File: config.mk
export PLATFORM = sky130hd
export DESIGN_NAME = rtc_bus_responder
export DESIGN_NICKNAME = d
export VERILOG_FILES = /design/src/rtl/rtc_bus_pkg.sv /design/src/rtl/rtc_bcd_timekeeper.sv /design/src/rtl/rtc_bus_responder.sv
export SDC_FILE = /design/constraint.sdc
export NUM_CORES = 1
export LEC_CHECK = 0
export CORE_MARGIN = 8
export CORE_UTILIZATION = 40
export DETAILED_ROUTE_END_ITERATION = 10
export PLACE_DENSITY = 0.65
export SLEW_MARGIN = 20
export SYNTH_ARGS = -nofsm -noshare
export SYNTH_HDL_FRONTEND = slang
export SYNTH_SLANG_ARGS = --single-unit
export TNS_END_PERCENT = 50
File: constraint.sdc
create_clock -name reloj -period 2.3 [get_ports reloj]
set_input_delay 0.69 -clock reloj [delete_from_list [all_inputs] [get_ports reloj]]
set_output_delay 0.69 -clock reloj [all_outputs]
set_load 0.05 [all_outputs]
File: src/rtl/rtc_bus_pkg.sv
// Shared definitions for the RTC bus responder: FSM encoding, register map
// constants and the BCD stepping helpers used by the timekeeper.
package rtc_bus_pkg;

    localparam int unsigned BUS_W = 8;

    localparam logic [BUS_W-1:0] ADDR_SEC  = 8'h00;
    localparam logic [BUS_W-1:0] ADDR_MIN  = 8'h01;
    localparam logic [BUS_W-1:0] ADDR_HOUR = 8'h02;

    localparam logic [BUS_W-1:0] BCD_MAX_MS = 8'h59;
    localparam logic [BUS_W-1:0] BCD_MAX_HR = 8'h23;

    typedef enum logic [2:0] {
        ST_IDLE,
        ST_ADDR,
        ST_DATA_WAIT,
        ST_READ,
        ST_WRITE
    } state_t;

    function automatic logic bcd_is_valid(input logic [BUS_W-1:0] v);
        bcd_is_valid = (v[7:4] <= 4'd9) && (v[3:0] <= 4'd9);
    endfunction

    // Carry out of a register on a tick; corrupt (non-BCD) contents never carry.
    function automatic logic bcd_wrap(input logic [BUS_W-1:0] v, input logic [BUS_W-1:0] lim);
        bcd_wrap = bcd_is_valid(v) && (v >= lim);
    endfunction

    function automatic logic [BUS_W-1:0] bcd_next(input logic [BUS_W-1:0] v, input logic [BUS_W-1:0] lim);
        logic [3:0] hi;
        logic [3:0] lo;
        hi = v[7:4];
        lo = v[3:0];
        if (!bcd_is_valid(v))
            bcd_next = {(hi > 4'd9) ? 4'd0 : hi, (lo > 4'd9) ? 4'd0 : lo};
        else if (v >= lim)
            bcd_next = '0;
        else if (lo == 4'd9)
            bcd_next = {hi + 4'd1, 4'd0};
        else
            bcd_next = {hi, lo + 4'd1};
    endfunction

endpackage

File: src/rtl/rtc_bcd_timekeeper.sv
// One-second tick divider driving the BCD seconds/minutes/hours chain, with
// bus writes taking precedence over the tick on the addressed register.
module rtc_bcd_timekeeper
    import rtc_bus_pkg::*;
#(
    parameter int unsigned TICK_DIV = 100_000_000
) (
    input  logic             reloj,
    input  logic             resetM,
    input  logic             we,
    input  logic [BUS_W-1:0] waddr,
    input  logic [BUS_W-1:0] wdata,
    output logic [BUS_W-1:0] sec,
    output logic [BUS_W-1:0] min,
    output logic [BUS_W-1:0] hour
);

    localparam int unsigned CW = (TICK_DIV > 1) ? $clog2(TICK_DIV) : 1;

    logic [CW-1:0]    cnt;
    logic             tick;
    logic             carry_s;
    logic             carry_m;
    logic [BUS_W-1:0] sec_n;
    logic [BUS_W-1:0] min_n;
    logic [BUS_W-1:0] hour_n;

    assign tick = (cnt == CW'(TICK_DIV - 1));

    always_ff @(posedge reloj or negedge resetM) begin
        if (!resetM)
            cnt <= '0;
        else if (tick)
            cnt <= '0;
        else
            cnt <= cnt + CW'(1);
    end

    // A write to a stage replaces its value and also kills its carry-out.
    always_comb begin
        sec_n   = sec;
        min_n   = min;
        hour_n  = hour;
        carry_s = 1'b0;
        carry_m = 1'b0;
        if (tick) begin
            sec_n   = bcd_next(sec, BCD_MAX_MS);
            carry_s = bcd_wrap(sec, BCD_MAX_MS);
        end
        if (we && waddr == ADDR_SEC) begin
            sec_n   = wdata;
            carry_s = 1'b0;
        end
        if (carry_s) begin
            min_n   = bcd_next(min, BCD_MAX_MS);
            carry_m = bcd_wrap(min, BCD_MAX_MS);
        end
        if (we && waddr == ADDR_MIN) begin
            min_n   = wdata;
            carry_m = 1'b0;
        end
        if (carry_m)
            hour_n = bcd_next(hour, BCD_MAX_HR);
        if (we && waddr == ADDR_HOUR)
            hour_n = wdata;
    end

    always_ff @(posedge reloj or negedge resetM) begin
        if (!resetM) begin
            sec  <= '0;
            min  <= '0;
            hour <= '0;
        end else begin
            sec  <= sec_n;
            min  <= min_n;
            hour <= hour_n;
        end
    end

endmodule

File: src/rtl/rtc_bus_responder.sv
// RTC responder on the multiplexed address/data bus: synchronizes the strobes,
// latches addresses, serves reads and accepts writes into a small register file.
module rtc_bus_responder
    import rtc_bus_pkg::*;
#(
    parameter int unsigned NREG        = 16,
    parameter int unsigned TICK_DIV    = 100_000_000,
    parameter int unsigned SYNC_STAGES = 2
) (
    input  logic             reloj,
    input  logic             resetM,
    input  logic             CS,
    input  logic             RD,
    input  logic             WR,
    input  logic             A_D,
    input  logic [BUS_W-1:0] ad_in,
    output logic [BUS_W-1:0] ad_out,
    output logic             ad_oe,
    output logic [BUS_W-1:0] addr_q,
    output logic             wr_pulse,
    output logic             proto_err
);

    localparam int unsigned AW = (NREG > 1) ? $clog2(NREG) : 1;

    logic [3:0]       ctl_sync [SYNC_STAGES];
    logic [BUS_W-1:0] ad_sync  [SYNC_STAGES];
    logic [BUS_W-1:0] gp_regs  [NREG];

    logic             cs_s, rd_s, wr_s, ad_s, wr_d, viol_q;
    logic [BUS_W-1:0] ad_in_s;
    logic             viol, addr_phase, wr_rise, in_range;
    logic             latch_addr, wr_accept, oor_write;
    logic [BUS_W-1:0] rdata, tk_sec, tk_min, tk_hour;
    state_t           state, state_n;

    always_ff @(posedge reloj or negedge resetM) begin
        if (!resetM) begin
            for (int unsigned i = 0; i < SYNC_STAGES; i++) begin
                ctl_sync[i] <= '1;
                ad_sync[i]  <= '0;
            end
        end else begin
            ctl_sync[0] <= {CS, RD, WR, A_D};
            ad_sync[0]  <= ad_in;
            for (int unsigned i = 1; i < SYNC_STAGES; i++) begin
                ctl_sync[i] <= ctl_sync[i-1];
                ad_sync[i]  <= ad_sync[i-1];
            end
        end
    end

    assign {cs_s, rd_s, wr_s, ad_s} = ctl_sync[SYNC_STAGES-1];
    assign ad_in_s    = ad_sync[SYNC_STAGES-1];
    assign viol       = (!rd_s && !wr_s) || (!rd_s && !ad_s);
    assign addr_phase = !cs_s && !wr_s && !ad_s;
    assign wr_rise    = wr_s && !wr_d;
    assign in_range   = (addr_q < BUS_W'(NREG));

    always_comb begin
        state_n    = state;
        latch_addr = 1'b0;
        wr_accept  = 1'b0;
        oor_write  = 1'b0;
        if (viol) begin
            state_n = ST_IDLE;
        end else begin
            case (state)
                ST_IDLE:
                    if (addr_phase) state_n = ST_ADDR;
                ST_ADDR:
                    if (wr_rise) begin
                        latch_addr = 1'b1;
                        state_n    = ST_DATA_WAIT;
                    end else if (cs_s) begin
                        state_n = ST_IDLE;
                    end
                ST_DATA_WAIT:
                    if (!cs_s && !rd_s && ad_s)      state_n = ST_READ;
                    else if (!cs_s && !wr_s && ad_s) state_n = ST_WRITE;
                    else if (addr_phase)             state_n = ST_ADDR;
                ST_READ:
                    if (rd_s || cs_s) state_n = ST_DATA_WAIT;
                ST_WRITE:
                    if (wr_rise) begin
                        wr_accept = in_range;
                        oor_write = !in_range;
                        state_n   = ST_DATA_WAIT;
                    end else if (cs_s) begin
                        state_n = ST_DATA_WAIT;
                    end
                default: state_n = ST_IDLE;
            endcase
        end
    end

    // Registers 0..2 live in the timekeeper; their gp_regs slots are shadowed.
    always_comb begin
        rdata = '0;
        if (addr_q == ADDR_SEC)       rdata = tk_sec;
        else if (addr_q == ADDR_MIN)  rdata = tk_min;
        else if (addr_q == ADDR_HOUR) rdata = tk_hour;
        else if (in_range)            rdata = gp_regs[addr_q[AW-1:0]];
    end

    always_ff @(posedge reloj or negedge resetM) begin
        if (!resetM) begin
            state     <= ST_IDLE;
            wr_d      <= 1'b1;
            viol_q    <= 1'b0;
            addr_q    <= '0;
            ad_oe     <= 1'b0;
            ad_out    <= '0;
            wr_pulse  <= 1'b0;
            proto_err <= 1'b0;
        end else begin
            state     <= state_n;
            wr_d      <= wr_s;
            viol_q    <= viol;
            if (latch_addr) addr_q <= ad_in_s;
            // Output enable follows the next state so it appears on READ entry.
            ad_oe     <= (state_n == ST_READ);
            ad_out    <= (state_n == ST_READ) ? rdata : '0;
            wr_pulse  <= wr_accept;
            proto_err <= (viol && !viol_q) || oor_write;
        end
    end

    always_ff @(posedge reloj or negedge resetM) begin
        if (!resetM) begin
            for (int unsigned i = 0; i < NREG; i++) gp_regs[i] <= '0;
        end else if (wr_accept) begin
            gp_regs[addr_q[AW-1:0]] <= ad_in_s;
        end
    end

    rtc_bcd_timekeeper #(
        .TICK_DIV (TICK_DIV)
    ) u_timekeeper (
        .reloj  (reloj),
        .resetM (resetM),
        .we     (wr_accept),
        .waddr  (addr_q),
        .wdata  (ad_in_s),
        .sec    (tk_sec),
        .min    (tk_min),
        .hour   (tk_hour)
    );

endmodule
==> impl_metrics.env <==
export IMPL_outcome="complete, but fails checks"
export IMPL_violations="negative setup slack"
export IMPL_post_synthesis_area_per_instance_um2=11.7
export IMPL_cap_viol_max_count=0
export IMPL_critical_path_slowest_cell="sky130_fd_sc_hd__or4_4"
export IMPL_tritoncts_num_sinks=219
export IMPL_reg2regPathDepth=7
export IMPL_root_driver="sky130_fd_sc_hd__clkbuf_16"
export IMPL_cts_clk_slew_worst_paths_ns=0.06
export IMPL_number_of_enable_type_register_cells_in_the_synthesized_netlist=0
export IMPL_grt_antenna_before_repair=0
export IMPL_number_of_primary_i_o_pins=33
export IMPL_crit_required_ns=2.75
export IMPL_worstSetupEndpointType="register"
export IMPL_routedWlPerCell_um=18.8
export IMPL_route_top_layer_used="met4"
export IMPL_worst_ep_arrival_ns=3.01
export IMPL_finalPower_uw=8750
export IMPL_ys_seq_area_frac=0.538
export IMPL_synthesis_yosys_warnings=0
export IMPL_hold_class="in -> async"
export IMPL_die_height_um=176
export IMPL_setup_worst_path_class="reg -> reg"
export IMPL_yosys_register_bits=219
export IMPL_report_final_setup_viol=29
export IMPL_diodes=0
export IMPL_timing_slew_headroom=0.462
export IMPL_rsz0062_at_grt="true"
export IMPL_worstMarginPinSlew_ns=0.807
export IMPL_design_core_area_um2=25100
export IMPL_maxSlewViolCount=0
export IMPL_port_buffers=32
export IMPL_viasPerCell=5.53
export IMPL_met1_length_um=11300
export IMPL_fp_dieArea_um2=30900
export IMPL_worst_skew_pair_latency_ns=0.52
export IMPL_r2r_setup_slack_ns=-0.26
export IMPL_fin_hold_ws_ns=0.0936
export IMPL_globalRoute_totalOverflow=0
export IMPL_detail_route_drc_violations=0
export IMPL_layout_common_cells="sky130_fd_sc_hd__dfrtp_1, sky130_fd_sc_hd__mux2_2, sky130_fd_sc_hd__nand2_1"
export IMPL_syn2layout_area_growth_pct=21.9
export IMPL_tritoncts_clock_tree="done"
export IMPL_maximum_number_of_pins_on_one_net_before_global_route_repair=58
export IMPL_power_per_cell_area_nw_per_um2=704
export IMPL_synth_lib_cells_used_distinct=59
export IMPL_initial_utilization=0.406
export IMPL_hpwlAfterDp_um=16300
export IMPL_critical_path_reg2reg_endpoint="u_timekeeper.hour[1]$_DFFE_PN0P_"
export IMPL_worstReg2RegStart="u_timekeeper.cnt[8]$_DFF_PN0_"
export IMPL_post_synthesis_cells=869
export IMPL_crit_path_start_kind="register"
export IMPL_routed_wirelength_um=24500
export IMPL_top_cell_family_by_delay_on_the_critical_path="simple AND/OR/NAND/NOR gates"
export IMPL_critPathMaxFanout=5
export IMPL_worst_ir_drop_vdd_mv=0.675
export IMPL_drt_iter0_markers=555
export IMPL_synth_nets=894
export IMPL_critical_path_max_stage_delay_ns=0.56
export IMPL_number_of_buffers_inserted_during_clock_tree_synthesis=23
export IMPL_dp_worst_setup_slack_ns=-0.338
export IMPL_worstSetupPathDepth=7
export IMPL_min_period_ns=2.56
export IMPL_post_synth_instance_area_um2=10200
export IMPL_grt_util_all_layers=0.159
export IMPL_first_global_vias=7208
export IMPL_hold_viol=0
export IMPL_dieWidth_um=176
export IMPL_fin_tns_setup_ns=-3.54
export IMPL_most_frequent_standard_cell_in_the_layout_excluding_fill_and_tap_cells="sky130_fd_sc_hd__dfrtp_1"
export IMPL_share_of_post_route_cells_with_drive_strength_above_1=0.337
export IMPL_power_leakage_uw=0.00581
export IMPL_maximum_clock_rate_mhz=390
export IMPL_net_count_reported_at_finish=982
export IMPL_finalClockSkew_ns=0.0137
export IMPL_synth_async_reset_ratio=1.00
export IMPL_worstPathCellList="or4_1, or4_4, nor3_4, buf_12, o2111ai_4, or4b_1, nand3_1"
export IMPL_global_route_wire_length_before_repair_um=39700
export IMPL_postLayoutSetupSlackWorst_ns=-0.265
export IMPL_vias_after_detailed_routing=7198
export IMPL_rows=58
export IMPL_clockBufferDepth=3
export IMPL_htreeDepth=1
export IMPL_drt_first_pass_iters=5
export IMPL_final_min_period_over_clock_period=1.12
export IMPL_met2WireLength_um=11200
export IMPL_postSynth_topFlopCell="sky130_fd_sc_hd__dfrtp_1"
export IMPL_dr_wl_met3_um=1300
export IMPL_cp_buffers_inverters=1
export IMPL_final_core_utilization=0.495
export IMPL_drtAntennaViolNets=0
export IMPL_finalWeightedCongestion=0.917
==> how the worst max path moves through the flow <==
stage,start,endpoint
finish,u_timekeeper.cnt[8]$_DFF_PN0_,u_timekeeper.hour[1]$_DFFE_PN0P_
global route,u_timekeeper.cnt[8]$_DFF_PN0_,u_timekeeper.min[6]$_DFFE_PN0P_
CTS,u_timekeeper.cnt[8]$_DFF_PN0_,u_timekeeper.min[6]$_DFFE_PN0P_
detailed placement,u_timekeeper.cnt[8]$_DFF_PN0_,u_timekeeper.min[6]$_DFFE_PN0P_
global placement,u_timekeeper.cnt[8]$_DFF_PN0_,u_timekeeper.hour[1]$_DFFE_PN0P_
floorplan,u_timekeeper.cnt[8]$_DFF_PN0_,u_timekeeper.hour[1]$_DFFE_PN0P_
==> state kept, by name (all words and copies together) (netlist names), 3 cells and up <==
| register | flops |
|---|---|
| state | 3 |
| u_timekeeper.cnt | 27 |
| addr_q | 8 |
| ad_out | 8 |
| gp_regs | 120 |
| ctl_sync | 6 |
| u_timekeeper.sec | 8 |
| u_timekeeper.min | 8 |
| ad_sync | 8 |
| u_timekeeper.hour | 8 |
| ad_in_s | 8 |
==> through the flow <==
step	cells	cell area, um^2
2_1_floorplan	869	10300
3_3_place_gp	1252	11400
3_5_place_dp	1252	11400
4_1_cts	1299	12300
5_1_grt	1302	12400
6_report	1302	12400
==> per-layer routing <==
metal	vias up	track usage
met5	-	0
met4	0	0.0480
met3	45	0.0275
met2	197	0.245
met1	3645	0.225
li1	3311	-
==> layout make-up <==
cell class	instances	area [um^2]
timing repair buffer	118	1080
tap	330	413
clock inverter	9	77.6
fill	2276	12700
inverter	25	93.8
clock buffer	31	666
multi-input combinational	570	4610
sequential	219	5500
==> power by group <==
part | internal (uW) | switching, uW | total [uW]
logic | 407 | 684 | 1090
clock network | 2140 | 1530 | 3660
registers | 3920 | 84.7 | 4000
==> synth_stat cells, types with 4 or more instances <==
cell                       number  area (um^2)
sky130_fd_sc_hd__a31oi_1        4         25.0
sky130_fd_sc_hd__mux2_2       120         1350
sky130_fd_sc_hd__a22o_1        14          123
sky130_fd_sc_hd__or4_1          4         30.0
sky130_fd_sc_hd__xor2_1        10         87.6
sky130_fd_sc_hd__mux4_2        24          541
sky130_fd_sc_hd__nor4_1         6         37.5
sky130_fd_sc_hd__inv_1         25         93.8
sky130_fd_sc_hd__o211ai_1       9         67.6
sky130_fd_sc_hd__nand2b_1       4         25.0
sky130_fd_sc_hd__clkbuf_1      42          158
sky130_fd_sc_hd__nand2_1       91          342
sky130_fd_sc_hd__o21a_1         4         30.0
sky130_fd_sc_hd__a21oi_1       37          185
sky130_fd_sc_hd__o22ai_1       12         75.1
sky130_fd_sc_hd__or3_1          5         31.3
sky130_fd_sc_hd__xnor2_1       14          123
sky130_fd_sc_hd__ha_1          11          138
sky130_fd_sc_hd__and3_1         6         37.5
sky130_fd_sc_hd__nand3_1       31          155
sky130_fd_sc_hd__mux2i_1        9         90.1
sky130_fd_sc_hd__dfrtp_1      210         5260
sky130_fd_sc_hd__nor2b_1        6         37.5
sky130_fd_sc_hd__buf_1         11         41.3
sky130_fd_sc_hd__dfstp_2        9          236
sky130_fd_sc_hd__o21ai_0       42          210
sky130_fd_sc_hd__nor2_1        37          139
sky130_fd_sc_hd__nand4_1       14         87.6
sky130_fd_sc_hd__nor3_1        11         55.1
==> cells by family after synthesis <==
family                   after synthesis  share of synthesized area
adder cells (fa/ha/maj)               11                     0.0135
multiplexers                         153                      0.194
AND/OR/NAND/NOR                      235                      0.113
flip-flops                           219                      0.538
buffers and inverters                 80                     0.0297
XOR/XNOR                              24                     0.0206
AO/OA/AOI/OAI                        147                     0.0912
==> what timing repair did <==
item                                    CTS  global route
hold buffers                              0             0
pin swaps                                 3            10
gates resized for setup                  34            30
endpoints found under the setup margin   46            54
gates cloned                              1             0
buffers inserted                          6             4
No activity file was read; power rests on OpenSTA's default activity.
